## src/rtl/rr_req_queue.sv

```systemverilog
// rr_req_queue: four independent request FIFOs feeding a round-robin arbiter.
// Each FIFO's occupancy drives one request line, and the arbiter's one-hot
// grant pops that port's head word into a registered output stage.
module rr_req_queue #(
  parameter int DATA_W = 8,
  parameter int DEPTH  = 4
) (
  input  logic                  clk,
  input  logic                  reset,
  input  logic [3:0]            push_i,
  input  logic [4*DATA_W-1:0]   push_data_i,
  output logic [3:0]            full_o,
  output logic [3:0]            req_o,
  input  logic [3:0]            gnt_i,
  output logic                  out_valid_o,
  output logic [1:0]            out_port_o,
  output logic [DATA_W-1:0]     out_data_o,
  output logic                  err_o
);

  localparam int AW = $clog2(DEPTH);
  localparam logic [AW:0] CNT_FULL = (AW+1)'(DEPTH);

  logic [DATA_W-1:0] mem   [4][DEPTH];
  logic [AW-1:0]     wptr  [4];
  logic [AW-1:0]     rptr  [4];
  logic [AW:0]       count [4];

  logic [3:0]        push_acc;
  logic [3:0]        pop_vec;
  logic              gnt_onehot;
  logic              pop_ok;
  logic              proto_err;
  logic [1:0]        pop_idx;
  logic [DATA_W-1:0] head;

  // Request/full flags decode registered counters only, so the arbiter's
  // combinational grant can depend on req_o without forming a loop.
  always_comb begin
    for (int unsigned p = 0; p < 4; p++) begin
      full_o[p] = (count[p] == CNT_FULL);
      req_o[p]  = (count[p] != '0);
    end
  end

  // Grant qualification, push acceptance and protocol-error detection.
  always_comb begin
    gnt_onehot = (gnt_i != '0) && ((gnt_i & (gnt_i - 4'd1)) == '0);
    pop_ok     = gnt_onehot && ((gnt_i & req_o) != '0);
    pop_vec    = pop_ok ? gnt_i : '0;
    push_acc   = push_i & ~full_o;
    proto_err  = ((push_i & full_o) != '0) || ((gnt_i != '0) && !pop_ok);
    pop_idx    = '0;
    for (int unsigned p = 0; p < 4; p++) begin
      if (gnt_i[p]) pop_idx = 2'(p);
    end
  end

  assign head = mem[pop_idx][rptr[pop_idx]];

  // Payload storage; contents need no reset since pointers gate every read.
  always_ff @(posedge clk) begin
    for (int unsigned p = 0; p < 4; p++) begin
      if (push_acc[p]) mem[p][wptr[p]] <= push_data_i[p*DATA_W +: DATA_W];
    end
  end

  // Per-port pointers and occupancy; push and pop in one cycle cancel in count.
  always_ff @(posedge clk or negedge reset) begin
    if (!reset) begin
      for (int unsigned p = 0; p < 4; p++) begin
        wptr[p]  <= '0;
        rptr[p]  <= '0;
        count[p] <= '0;
      end
    end else begin
      for (int unsigned p = 0; p < 4; p++) begin
        if (push_acc[p]) wptr[p] <= wptr[p] + 1'b1;
        if (pop_vec[p])  rptr[p] <= rptr[p] + 1'b1;
        count[p] <= count[p] + {{AW{1'b0}}, push_acc[p]} - {{AW{1'b0}}, pop_vec[p]};
      end
    end
  end

  // Registered pop output; port/data hold their last values between pops.
  always_ff @(posedge clk or negedge reset) begin
    if (!reset) begin
      out_valid_o <= 1'b0;
      out_port_o  <= '0;
      out_data_o  <= '0;
    end else begin
      out_valid_o <= pop_ok;
      if (pop_ok) begin
        out_port_o <= pop_idx;
        out_data_o <= head;
      end
    end
  end

  // Sticky protocol-error flag, cleared only by reset.
  always_ff @(posedge clk or negedge reset) begin
    if (!reset) err_o <= 1'b0;
    else if (proto_err) err_o <= 1'b1;
  end

endmodule

```

## config.mk

```make
export PLATFORM = sky130hd
export DESIGN_NAME = rr_req_queue
export DESIGN_NICKNAME = d
export VERILOG_FILES = /design/src/rtl/rr_req_queue.sv
export SDC_FILE = /design/constraint.sdc
export NUM_CORES = 1
export LEC_CHECK = 0
export CORE_MARGIN = 4
export CORE_UTILIZATION = 34
export CTS_BUF_LIST = sky130_fd_sc_hd__clkbuf_16
export DETAILED_ROUTE_END_ITERATION = 6
export PLACE_DENSITY = 0.55
export SYNTH_ARGS = -nofsm -noshare
export SYNTH_HDL_FRONTEND = slang
export SYNTH_SLANG_ARGS = --single-unit
export TNS_END_PERCENT = 1
```

## constraint.sdc

```tcl
create_clock -name clk -period 3.8 [get_ports clk]
set_clock_uncertainty 0.05 [all_clocks]
set_input_delay 0.76 -clock clk [delete_from_list [all_inputs] [get_ports clk]]
set_output_delay 0.76 -clock clk [all_outputs]
set_load 0.02 [all_outputs]
```

* Word-level counts from Yosys, hierarchy flattened *
Memory sizes are Yosys's and may differ from the RTL's.
Index checks and enable logic that the tools add are counted.

operators by class
  add/subtract/negate cells = 17
  magnitude comparators = 10
  equality and inequality tests = 4
  muxes and demuxes = 26
  bitwise gates (word level) = 11
  reduce and logical (&&, ||, !) cells = 17

operators by type and width
  cell                   count
  $mux W32               4
  $demux W8 S2           4
  $mux W8                6
  $ge A3 B3 Y1 const B   6
  $not A2 Y3             6
  $add A2 B1 Y2 const B  8
  $and A4 B4 Y4          4
  $bmux W8 S2            1
  $add A3 B1 Y3          4
  $eq A3 B3 Y1 const B   4
  $lt A3 B1 Y1 const B   4
  $reduce_bool A3 Y1     4
  $reduce_bool A4 Y1     3
  $sub A3 B1 Y3          4
  $mux W2                4
  $logic_and A1 B1 Y1    7
  $mux W1                5
  $bmux W2 S2            1
  $logic_not A4 Y1       1
  $mux W4                1
  $not A4 Y4             1
  $sub A4 B1 Y4 const B  1
  $logic_not A1 Y1       1
  $logic_or A1 B1 Y1     1

word-level totals
  register bits = 40
  RAM bits = 128
  input port bits = 42
  output and inout bits = 20
  logic and storage cells = 102
  memories kept = 1

memory list
  memory  words  width  read ports  clocked after memory_dff  wr ports  line  source
  mem     4      32     1           0                         4         24    logic [DATA_W-1:0] mem [4][DEPTH];

* Depth between registers and ports, before layout *
Gate-level depths: netlist (run 1).

  depth after elaboration = 11
  depth in mapped cells = 14
  gate-level depth less buffers = 10

* Worst setup path after synthesis (run 1) *
Ideal clock, no wire load.

  path kind = input to register
  from = input gnt_i[2]
  to = register count[5] in the netlist's numbering
  library setup time = 0.126 ns
  arrival time = 2.917 ns
  required time = 3.624 ns
  path slack = 0.707 ns
  stages = 13
  path buffers = 3
  cells stage by stage = buf_6 -> nor2b_1 -> buf_6 -> a221o_1 -> buf_2 -> and3_1 -> ha_1 -> inv_1 -> ha_1 -> inv_1 -> fa_1 -> xnor2_1 -> xnor2_1

on the way
  word-level cells in the longest chain between the ends = 7
  elaborated cells on any way between the ends = 10
  classes of those cells = add/sub: 2; mux: 1; bitwise: 2; reduce/logical: 5

RTL lines
  what                            line  source
  start: declaration              14    input logic [3:0] gnt_i,
  $sub A4 B1 Y4                   48    gnt_onehot = (gnt_i != '0) && ((gnt_i & (gnt_i - 4'd1)) == '0);
  $and A4 B4 Y4                   48
  $logic_not A4 Y1                48
  $logic_and A1 B1 Y1             48
  $logic_and A1 B1 Y1             49    pop_ok = gnt_onehot && ((gnt_i & req_o) != '0);
  $mux W4 (*)                     50    pop_vec = pop_ok ? gnt_i : '0;
  named net pop_vec[2]            30    logic [3:0] pop_vec;
  $sub A3 B1 Y3 (*)               80    count[p] <= count[p] + {{AW{1'b0}}, push_acc[p]} - {{AW{1'b0}}, pop_vec[p]};
  end signal: indexed assignment  80
  end: declaration                27    logic [AW:0] count [4];

Mark *: on every way through the listed nets, which the timed path passes. The rest lies on a longest branch.
A chain may end at the register's enable or synchronous reset.

* Worst setup path after layout (run 1) *
  from = input gnt_i[2]
  to = register count[8] in the netlist's numbering

on the way
  word-level cells in the longest chain between the ends = 7
  elaborated cells on any way between the ends = 10
  classes of those cells = add/sub: 2; mux: 1; bitwise: 2; reduce/logical: 5

RTL lines
  what                     line
  $sub A4 B1 Y4            48
  $and A4 B4 Y4            48
  $logic_not A4 Y1         48
  $logic_and A1 B1 Y1      48
  $logic_and A1 B1 Y1 (*)  49
  $mux W4 (*)              50
  named net pop_vec[1]     30
  $sub A3 B1 Y3 (*)        80

Marked as above.

==> results of run 1 <==
-- logic make-up (layout without fill, tap and decap cells) --
group           count (synthesis)  in the layout  synth area share, %
compound gates                 67             67                8.475
xor+xnor                       21             21                2.537
fa+ha+maj                      28             28                5.247
buf+inv                        55            130                3.987
flops                         168            168                66.83
mux                            50             50                7.801
simple gates                   60             60                5.126
-- worst max-delay path: stages --
cell and delay (ns):
clkdlybuf4s50_1 0.57, nor2b_1 0.23, a221o_1 0.44, and3_1 0.25, ha_1 0.28, inv_1 0.04
ha_1 0.18, fa_1 0.38, xnor2_1 0.18, xnor2_1 0.13
-- per-layer routing --
| layer | share of wire (%) | global-route usage [%] | up-vias |
|---|---|---|---|
| met5 | 0 | 0 | - |
| li1 | - | - | 1853 |
| met3 | 5.1 | 3.574 | 22 |
| met2 | 49 | 23.73 | 123 |
| met1 | 43 | 19.26 | 2063 |
| met4 | 2.4 | 5.803 | 0 |
-- where the power goes --
part           leakage (nW)  internal, mW  switching [mW]
combinational          1.19         0.676           0.860
clock                 0.290         0.972           0.726
sequential             1.63          2.49           0.245
-- sequential cells by signal, indices dropped and copies added (netlist names) --
signal,flops
count,12
out_port_o,2
rptr,8
out_data_o,8
mem,128
err_o,1
wptr,8
out_valid_o,1
-- metrics by stage --
step | utilization (%) | worst slack, ns | total power [mW]
CTS | 41.21 | 0.6551 | 6.045
finish | 41.21 | 0.6514 | 5.973
global placement | 38.44 | 0.3113 | 4.277
global route | 41.21 | 0.5217 | 6.304
floorplan | - | 0.7069 | 3.730
detailed placement | 38.44 | 0.2172 | 4.351
-- layout make-up --
| cell class | instances | area [um2] | area share, % |
|---|---|---|---|
| multi-input cells | 226 | 2116 | 24.43 |
| inverters | 27 | 101.3 | 1.170 |
| well taps | 275 | 344.1 | 3.972 |
| repair buffers | 71 | 675.6 | 7.800 |
| clock buffers | 17 | 425.4 | 4.911 |
| flip-flops and latches | 168 | 4845 | 55.93 |
| clock inverters | 15 | 155.1 | 1.791 |
-- worst paths after layout --
kind                                startpoint                   to  slack (ns)  cells past startpoint
setup / recovery                      gnt_i[2]   count[8]$_DFF_PN0_        0.65                     10
hold / removal             rptr[5]$_DFFE_PN0P_  rptr[5]$_DFFE_PN0P_        0.42                      1
setup reg to reg            count[1]$_DFF_PN0_   count[8]$_DFF_PN0_        1.16                      9
hold reg to reg            rptr[5]$_DFFE_PN0P_  rptr[5]$_DFFE_PN0P_        0.42                      1
max in group asynchronous                reset   count[7]$_DFF_PN0_        2.65                      1
min in group asynchronous                reset   count[1]$_DFF_PN0_        0.45                      1
-- cell usage after synthesis, types with 5 or more instances --
cell type,count,area (um2)
mux2_2,48,540.5
a21oi_1,14,70.07
buf_4,6,45.04
clkbuf_1,9,33.78
nand4_1,5,31.28
ha_1,24,300.3
xor2_1,6,52.55
a221oi_2,8,120.1
dfrtp_1,40,1001
a222oi_1,26,260.3
and2_1,17,106.4
buf_2,6,30.03
o221ai_1,8,70.07
nand2b_1,10,62.56
and3_1,5,31.28
edfxtp_1,128,3844
xnor2_1,15,131.4
inv_1,27,101.4
nor2b_1,5,31.28
buf_6,7,78.83
-- cells in the final DEF, fill, tap and decap left out, types with 10 or more instances in the layout --
cell type / netlist / final
a21oi_1: 14 / 14
a222oi_1: 26 / 26
and2_1: 17 / 17
buf_4: 6 / 10
clkbuf_16: 0 / 17
clkdlybuf4s50_1: 0 / 59
dfrtp_1: 40 / 40
edfxtp_1: 128 / 128
ha_1: 24 / 24
inv_1: 27 / 30
mux2_2: 48 / 48
nand2b_1: 10 / 10
xnor2_1: 15 / 15
==> flow_summary.json, run 1 <==
{
  "status": "finished, violations left",
  "violations": "DRC",
  "num_vias": 4061,
  "grt-ovfl-total": 0,
  "fmax_mhz": 317.6,
  "viasPerCell": 5.083,
  "finalSetupViolCount": 0,
  "grt_pass1_wl_um": 25940,
  "first_pass_iters": 7,
  "fin_nets": 581,
  "critPathLaunchType": "input port",
  "clock-sinks": 168,
  "post_dp_cell_area_um2": 8082,
  "chipWidth_um": 154.0,
  "end_kind": "flip-flop",
  "cts.htree.levels": 4,
  "numPortBuffers": 61,
  "drive_gt1_share_pct": 19.27,
  "wl_per_cell_um": 21.21,
  "vdd_drop_max_mv": 0.3002,
  "grtUsageTotal_pct": 14.74,
  "path_clk_slew_ns": 0.06,
  "fin_area_um2": 8662,
  "drt_iter0_drc": 302,
  "tritoncts": "done",
  "syn-cell-area_um2": 7249,
  "hold_ws_ns": 0.4215,
  "ys_types": 37,
  "ios": 62,
  "required_ns": 4.10,
  "antenna_cells": 0,
  "ys.flop_type": "edfxtp_1",
  "p_per_area_nw_per_um2": 689.6,
  "ys_seq_area_share_pct": 66.83,
  "ant_nets": 0,
  "grt_max_degree": 41,
  "cts_made_buffers": 17,
  "final_cells": 799,
  "place_congestion": 0.7496,
  "holdBufCountCts": 0,
  "drc": 5,
  "place_inst": 767,
  "cts_resized": 0,
  "die_h_um": 154.0,
  "min_period_ns": 3.149,
  "grt_antenna_before_repair": 0,
  "hold_viol": 0,
  "tightest_slew_ns": 0.9808,
  "rsz0062_at_grt": "no",
  "synth_edf_count": 128,
  "fillers": 1887,
  "fin_crit_sh_pct": 82.86,
  "yosysWarnings": 0,
  "min_path_type": "flip-flop to flip-flop",
  "maxCapViolations": 0,
  "initial_core_util_pct": 34.49,
  "ys_ff_latch": 168,
  "cts-root-buf": "clkbuf_16",
  "synthCells": 449,
  "grt_pass1_vias": 4323,
  "clock_path_buffers": 2,
  "p_leak_nw": 3.112,
  "totalWireLength_um": 16940,
  "setup_tns_ns": 0,
  "max-slew-margin-rel_pct": 34.61,
  "areaGrowthSynthToFinish_pct": 19.49,
  "hpwl_um": 11720,
  "avgSynthCellArea_um2": 16.15,
  "async_flop_share_pct": 23.81,
  "drv_slew": 0,
  "num_rows": 53,
  "critPathKind": "input port to flip-flop",
  "cp.arrival_ns": 3.45,
  "cts_setup_buffers": 0,
  "core-area_um2": 21020,
  "dieArea_um2": 23720,
  "insertion_delay_ns": 0.43,
  "crit_path_max_fanout": 9,
  "syn_nets": 519
}
Power figures use the tool's default switching activity.
==> run 2: changes to the inputs <==
==> constraint.sdc (replaced) <==
create_clock -name clk -period 2.9 [get_ports clk]
set_clock_uncertainty 0.05 [all_clocks]
set_input_delay 0.58 -clock clk [delete_from_list [all_inputs] [get_ports clk]]
set_output_delay 0.58 -clock clk [all_outputs]
set_load 0.02 [all_outputs]
==> flow_summary.json, run 2 (synthesis results as in run 1) <==
{
  "min_period_ns": 2.749,
  "layout_common_cells": "edfxtp_1 (128), clkdlybuf4s50_1 (57), mux2_2 (48)",
  "p_leak_nw": 3.265,
  "drive_gt1_share_pct": 22.89,
  "grtUsageTotal_pct": 14.61,
  "dieArea_um2": 23720,
  "ios": 62,
  "p_per_area_nw_per_um2": 909.4,
  "max-slew-margin-rel_pct": 33.67,
  "clock-sinks": 168,
  "clockPowerShare_pct": 29.7,
  "drc": 0,
  "grt_max_degree": 41,
  "min_path_type": "input port to asynchronous set/reset pin",
  "critPathKind": "input port to flip-flop",
  "place_inst": 789,
  "rsz0062_at_grt": "no",
  "num_rows": 53,
  "maxCapViolations": 0,
  "chipWidth_um": 154.0,
  "fin_crit_sh_pct": 94.78,
  "internal_power_mw": 5.664,
  "areaGrowthSynthToFinish_pct": 22.59,
  "fmax_mhz": 363.8,
  "critPathLaunchType": "input port",
  "grt_pass1_wl_um": 25810,
  "p_sw_share_pct": 29.92,
  "status": "finished clean",
  "first_pass_iters": 7,
  "end_kind": "flip-flop",
  "wl_per_cell_um": 20.90,
  "initial_core_util_pct": 34.49,
  "finalSetupViolCount": 0,
  "path_clk_slew_ns": 0.06,
  "cts_setup_buffers": 0,
  "mostFrequentLayoutCell": "edfxtp_1",
  "cts-root-buf": "clkbuf_16",
  "crit_path_max_fanout": 5,
  "power_frac_comb_pct": 25.9,
  "die_h_um": 154.0,
  "cts_resized": 0,
  "insertion_delay_ns": 0.42,
  "cp.arrival_ns": 3.00,
  "num_vias": 4137,
  "setup_tns_ns": 0,
  "tightest_slew_ns": 0.9950,
  "place_congestion": 0.7735,
  "cts_made_buffers": 17,
  "viasPerCell": 5.039,
  "grt-ovfl-total": 0,
  "ant_nets": 0,
  "antenna_cells": 0,
  "clock_path_buffers": 2,
  "hpwl_um": 11840,
  "largest_reg_flops": 128,
  "fillers": 1887,
  "drv_slew": 0,
  "p_sw_mw": 2.419,
  "core-area_um2": 21020,
  "seq_area_um2": 4845,
  "hold_viol": 0,
  "multiInputGateArea_um2": 2123,
  "final_cells": 821,
  "cts.htree.levels": 4,
  "grt_antenna_before_repair": 1,
  "fin_nets": 603,
  "vdd_drop_max_mv": 0.4936,
  "numPortBuffers": 61,
  "power_frac_seq_pct": 44.4,
  "tritoncts": "done",
  "required_ns": 3.15,
  "holdBufCountCts": 0,
  "grt_pass1_vias": 4362,
  "totalWireLength_um": 17160,
  "drt_iter0_drc": 256
}
==> run 2: cell count changes in the layout (fill, tap and decap cells not counted), moves of 2 or more <==
cell             previous run  this run
buf_4                      10        32
bufinv_16                   2         4
clkdlybuf4s50_1            59        57
dlymetal6s2s_1              0         2
==> run 2: metal layers <==
| layer | track usage (%) | vias to the layer above | wire [um] |
|---|---|---|---|
| met3 | 3.518 | 23 | 875 |
| met1 | 19.17 | 2099 | 7429 |
| met4 | 5.467 | 2 | 381 |
| li1 | - | 1889 | - |
| met2 | 23.61 | 124 | 8465 |
| met5 | 0 | - | 8 |
==> run 2: layout make-up <==
cell class                 count  area share, %
multi-input combinational    226          23.89
clock buffer                  17          4.787
sequential                   168          54.51
clock inverter                15          2.281
timing repair buffer          93          9.517
inverter                      27          1.140
tap                          275          3.872
==> run 2: power groups by stage <==
stage	clock (mW)	combinational [mW]	sequential (mW)
floorplan	0	1.28	3.61
global placement	0	2.06	3.61
detailed placement	0	2.13	3.64
CTS	2.45	2.14	3.59
global route	2.55	2.31	3.65
finish	2.40	2.10	3.59
==> run 2: final timing paths <==
path	startpoint	to	slack, ns	depth (start not counted)
min in group clk	rptr[7]$_DFFE_PN0P_	rptr[7]$_DFFE_PN0P_	0.42	1
worst min-delay path	reset	count[4]$_DFF_PN0_	0.28	1
worst max register to register	count[1]$_DFF_PN0_	count[11]$_DFF_PN0_	0.30	9
max in group asynchronous	reset	count[8]$_DFF_PN0_	1.91	1
worst max-delay path	gnt_i[3]	count[11]$_DFF_PN0_	0.15	10
worst min register to register	rptr[7]$_DFFE_PN0P_	rptr[7]$_DFFE_PN0P_	0.42	1
==> run 2: worst max-delay path, stage by stage <==
cell	delay (ns)
clkdlybuf4s50_1	0.54
nor2b_1	0.09
a221o_1	0.39
and3_1	0.23
ha_1	0.27
inv_1	0.04
ha_1	0.18
fa_1	0.41
xnor2_2	0.15
xnor2_1	0.13
==> run 2: through the flow <==
step / setup slack [ns] / power, mW / cell area, um2 / hold WS (ns) / util (%)
6_report: 0.1513 / 8.082 / 8887 / 0.2790 / 42.28
5_1_grt: 0.02367 / 8.516 / 8887 / 0.3408 / 42.28
4_1_cts: 0.09578 / 8.179 / 8875 / 0.2874 / 42.22
3_5_place_dp: -0.3515 / 5.764 / 8247 / 0.4163 / 39.23
3_3_place_gp: -0.2407 / 5.668 / 8247 / 0.4109 / 39.23
2_1_floorplan: 0.02879 / 4.890 / 7256 / 0.2344 / -
